File: src/rtl/ring_seq_n_pkg.sv
// Shared constants and width helper for the ring/Johnson phase sequencer.
// No logic, no latency; no backpressure.
package ring_seq_n_pkg;

    localparam logic MODE_RING    = 1'b0;
    localparam logic MODE_JOHNSON = 1'b1;
    localparam logic DIR_UP       = 1'b1;
    localparam logic DIR_DOWN     = 1'b0;

    // Step index must reach 2N-1 in Johnson mode.
    function automatic int calc_pw(input int n);
        return $clog2(2 * n);
    endfunction

endpackage

File: src/rtl/ring_seq_n_phase_dec.sv
// Step index to N-bit phase pattern (one-hot ring or Johnson twisted ring).
// Purely combinational, zero latency; no backpressure.
module phase_dec
    import ring_seq_n_pkg::*;
#(
    parameter int N  = 4,
    parameter int PW = calc_pw(N)
) (
    input  logic [PW-1:0] s,
    input  logic          mode,
    output logic [N-1:0]  pattern
);

    always_comb begin
        pattern = '0;
        for (int i = 0; i < N; i++) begin
            if (mode == MODE_RING) begin
                pattern[i] = (int'(s) == i);
            end else if (int'(s) <= N) begin
                pattern[i] = (i < int'(s));
            end else begin
                // Second half of the Johnson cycle: ones drain out from bit 0 upward.
                pattern[i] = (i >= int'(s) - N);
            end
        end
    end

endmodule

File: src/rtl/ring_seq_n.sv
// Parametrised one-hot / Johnson step sequencer with load, direction and wrap pulse.
// Q, Pos and Wrap are registered and change on the same edge; no backpressure.
module ring_seq_n
    import ring_seq_n_pkg::*;
#(
    parameter int N         = 4,
    parameter int RESET_POS = 0,
    parameter int PW        = calc_pw(N)
) (
    input  logic          clock,
    input  logic          Reset,
    input  logic          En,
    input  logic          Dir,
    input  logic          Mode,
    input  logic          Load,
    input  logic [PW-1:0] LoadPos,
    output logic [N-1:0]  Q,
    output logic [PW-1:0] Pos,
    output logic          Wrap
);

    localparam logic [PW:0]   M_RING    = (PW + 1)'(N);
    localparam logic [PW:0]   M_JOHNSON = (PW + 1)'(2 * N);
    localparam logic [PW-1:0] S_RESET   = PW'(RESET_POS);

    logic [PW-1:0] s_q, s_d;
    logic          wrap_q, wrap_d;
    logic [N-1:0]  q_q, q_d;
    logic [PW:0]   modulus;
    logic [PW:0]   s_ext;

    assign modulus = (Mode == MODE_JOHNSON) ? M_JOHNSON : M_RING;
    assign s_ext   = {1'b0, s_q};

    always_comb begin
        s_d    = s_q;
        wrap_d = 1'b0;
        if (Reset) begin
            s_d = S_RESET;
        end else if (Load) begin
            s_d = ({1'b0, LoadPos} < modulus) ? LoadPos : '0;
        end else if (s_ext >= modulus) begin
            // Left over from a Johnson->ring switch; snap back into range.
            s_d = '0;
        end else if (En) begin
            if (Dir == DIR_UP) begin
                if (s_ext == modulus - 1'b1) begin
                    s_d    = '0;
                    wrap_d = 1'b1;
                end else begin
                    s_d = s_q + 1'b1;
                end
            end else begin
                if (s_q == '0) begin
                    s_d    = PW'(modulus - 1'b1);
                    wrap_d = 1'b1;
                end else begin
                    s_d = s_q - 1'b1;
                end
            end
        end
    end

    // Decoding the next index keeps Q aligned with Pos on every edge.
    phase_dec #(
        .N  (N),
        .PW (PW)
    ) u_phase_dec (
        .s       (s_d),
        .mode    (Mode),
        .pattern (q_d)
    );

    always_ff @(posedge clock) begin
        if (Reset) begin
            s_q    <= S_RESET;
            wrap_q <= 1'b0;
            q_q    <= q_d;
        end else begin
            s_q    <= s_d;
            wrap_q <= wrap_d;
            q_q    <= q_d;
        end
    end

    assign Q    = q_q;
    assign Pos  = s_q;
    assign Wrap = wrap_q;

endmodule
File: config.mk
export PLATFORM = sky130hd
export DESIGN_NAME = ring_seq_n
export DESIGN_NICKNAME = d
export VERILOG_FILES = /design/src/rtl/ring_seq_n_pkg.sv /design/src/rtl/ring_seq_n_phase_dec.sv /design/src/rtl/ring_seq_n.sv
export SDC_FILE = /design/constraint.sdc
export NUM_CORES = 1
export LEC_CHECK = 0
export CORE_AREA = 4 4 41 43
export DETAILED_ROUTE_END_ITERATION = 8
export DIE_AREA = 0 0 45 47
export PLACE_DENSITY = 0.68
export SLEW_MARGIN = 30
export SYNTH_ARGS = -nofsm -noshare
export SYNTH_HDL_FRONTEND = slang
export SYNTH_HIERARCHICAL = 1
export SYNTH_SLANG_ARGS = --single-unit
File: constraint.sdc
create_clock -name clock -period 4.1 [get_ports clock]
set_input_delay 0.615 -clock clock [delete_from_list [all_inputs] [get_ports clock]]
set_output_delay 0.615 -clock clock [all_outputs]
set_load 0.005 [all_outputs]
==> impl_results.md <==
* Status: complete, no violations
* Inserted Diodes at 0
* Setup slack at placement at 1.05 ns
* Initial antenna violation count at 0
* Post-CTS Setup Bufs at 0
* Reg clk slew, reported paths at 0.05 ns
* Leakage at 0.268 nW
* PD cells at 294 nW/um^2
* Crit Path Category: in -> reg
* Mux cell area share after synthesis at 0
* Placeable Area at 1300 sq um
* H-Tree Depth at 1
* Cell taking the most area after synthesis: dfxtp_1
* Post-synth EDFFs at 0
* Die Width at 45 microns
* Global-route wire length before repair at 1630 microns
* Die Span Y at 47 microns
* Sequential fraction of the synthesis area at 0.292
* Remaining Overflow, GRT at 0
* Hold Crit Class: reg -> reg
* Synth cell count leaders: dfxtp_1, ha_1, nor3b_1, o21ai_0
* Clk Tree Root Cell: clkbuf_4
* DRC at 0
* Maximum number of pins on one net before global-route repair at 14
* GPL Wtd Cong at 0.833
* WL final at 1090 microns
* Ys flop type: dfxtp_1
* Maximum clock rate at 359 MHz
* Initial Utilization at 0.421
* CTS Buf Count at 3
* Post-cts hold buffer count at 0
* GRT Overall Usage at 0.113
* # clock sinks at 8
* Vias in the first global route at 387
* CP Max Fanout at 13
* Fraction of layout cells with a size suffix above 1 at 0.0610
* Asr flop ratio synth at 0
* PostCTS Resize Cnt at 0
* Mean routed wirelength per cell at 11.2 microns
* # rows at 13
* Average footprint of a synthesized cell at 8.43 sq um
* Xor/xnor share of the synthesized area at 0.0479
* Largest cells by area after synthesis: dfxtp_1, ha_1, nor3b_1, xnor2_1, buf_6
* Synth top area share at 0.292
* Die area at 2120 sq um
* Syn-to-layout area delta at 33.3%
* Slew HR at 0.554
* Slew @ Worst Pin at 0.663 ns
* Worst path arrival time at 2.93 ns
* Clk_skew at 0.00496 ns
* Yosys reg bits at 8
* Most numerous cell in the Yosys netlist: dfxtp_1
* Pins Over Slew Limit at 0
* Tmin final at 2.79 ns
* Post-Syn Nets at 78
* Adder-cell share of the synthesized area at 0.0913
* Pre-Repair DR Iteration Count at 3
* Antenna viol nets, final at 0
* Port buffer count at 16
* IO Pins at 17
* Synth unique cells at 28
* Worst setup margin at 1.31 ns
* Vias per cell at 5.10
* Post-Syn Area at 548 sq um
* Skew-Pair Late Insertion Delay at 0.26 ns
* Nets at 97
* Critical Path Source Type: primary input
* Final period util at 0.679
* MaxCap Viol Count at 0
* Iter 0 DRT Violations at 8
* Via count at 495
* Post-DP HPWL at 863 microns
* Critical Path RT at 4.25 ns
* Final setup violating endpoints at 0
* Synth Area in Simple Gates at 0.301
* Setup TNS Final at 0 ns
* Main combinational cell family by area after synthesis: simple AND/OR/NAND/NOR gates
* Unrepaired setup endpoints after global routing: no
* Worst ir drop on vdd at 0.162 mV
* CTS tree: built
* Syn. warnings at 6
* Compound-cell area share of the yosys netlist at 0.199
* Crit. End Element: register
* Final Hold Viols at 0
* Syn Inst Count at 65
* Longest Clk Path Bufs at 2
[cells in the final DEF, fill, tap and decap left out, types with 2 or more instances in the layout]
cell,count
nand2_1,3
nand3_1,2
o21ai_0,4
o21ai_1,3
clkbuf_4,3
nand3b_1,3
nor2_1,3
a311oi_1,2
nor3_1,3
xnor2_1,3
nor3b_1,4
dfxtp_1,8
ha_1,4
a31oi_1,3
nor2b_1,3
inv_1,3
clkdlybuf4s50_1,16
[registers in the layout (all words and copies together), names as in the netlist]
signal	count
Q	4
Pos	3
Wrap	1
[cells by family after synthesis]
logic type      Yosys count
simple gates             27
buf+inv                   6
compound gates           17
fa+ha+maj                 4
xor+xnor                  3
flops                     8
[cell type report]
cell class | instances | area, sq um
Fill cell | 124 | 571
Multi-Input combinational cell | 51 | 350
Timing Repair Buffer | 17 | 168
Sequential cell | 8 | 160
Clock buffer | 3 | 22.5
Tap cell | 15 | 18.8
Inverter | 3 | 11.3
[metal layers]
layer	up-vias	wire length (microns)	track usage
li1	272	-	-
met1	207	558	0.143
met2	14	406	0.144
met3	2	114	0.0805
met4	0	10	0.0526
met5	-	0	0
[per-stage QoR]
step / cell area (sq um) / utilization / instances / hold WS [ns] / total power, mW
after floorplan: 548 / - / 65 / 0.625 / 0.129
after global placement: 708 / 0.544 / 94 / 0.692 / 0.157
after detailed placement: 708 / 0.544 / 94 / 0.682 / 0.157
after CTS: 731 / 0.562 / 97 / 0.704 / 0.217
after global routing: 731 / 0.562 / 97 / 0.767 / 0.228
final: 731 / 0.562 / 97 / 0.717 / 0.215
[worst paths after layout]
path                             start      to  slack [ns]  cells past startpoint
worst max register to register  Pos[0]    Q[2]        1.90                      8
worst min register to register  Pos[0]  Pos[0]        0.72                      2
worst min-delay path            Pos[0]  Pos[0]        0.72                      2
worst max-delay path              Mode    Q[2]        1.31                      9
[power by group]
part / leakage, nW / switching, mW / internal, mW
clock: 0.0138 / 0.0263 / 0.0335
sequential: 0.0661 / 0.00413 / 0.0852
combinational: 0.188 / 0.0279 / 0.0378
total: 0.268 / 0.0583 / 0.156
[critical path, cell delays in order]
cell and delay (ns):
clkdlybuf4s50_1 0.71, inv_1 0.08, ha_1 0.24, nor3_1 0.22
o21ai_0 0.15, o21ai_0 0.45, nand2_1 0.13, xnor2_1 0.16
a21o_1 0.17
(Power assumes the default switching activity.)
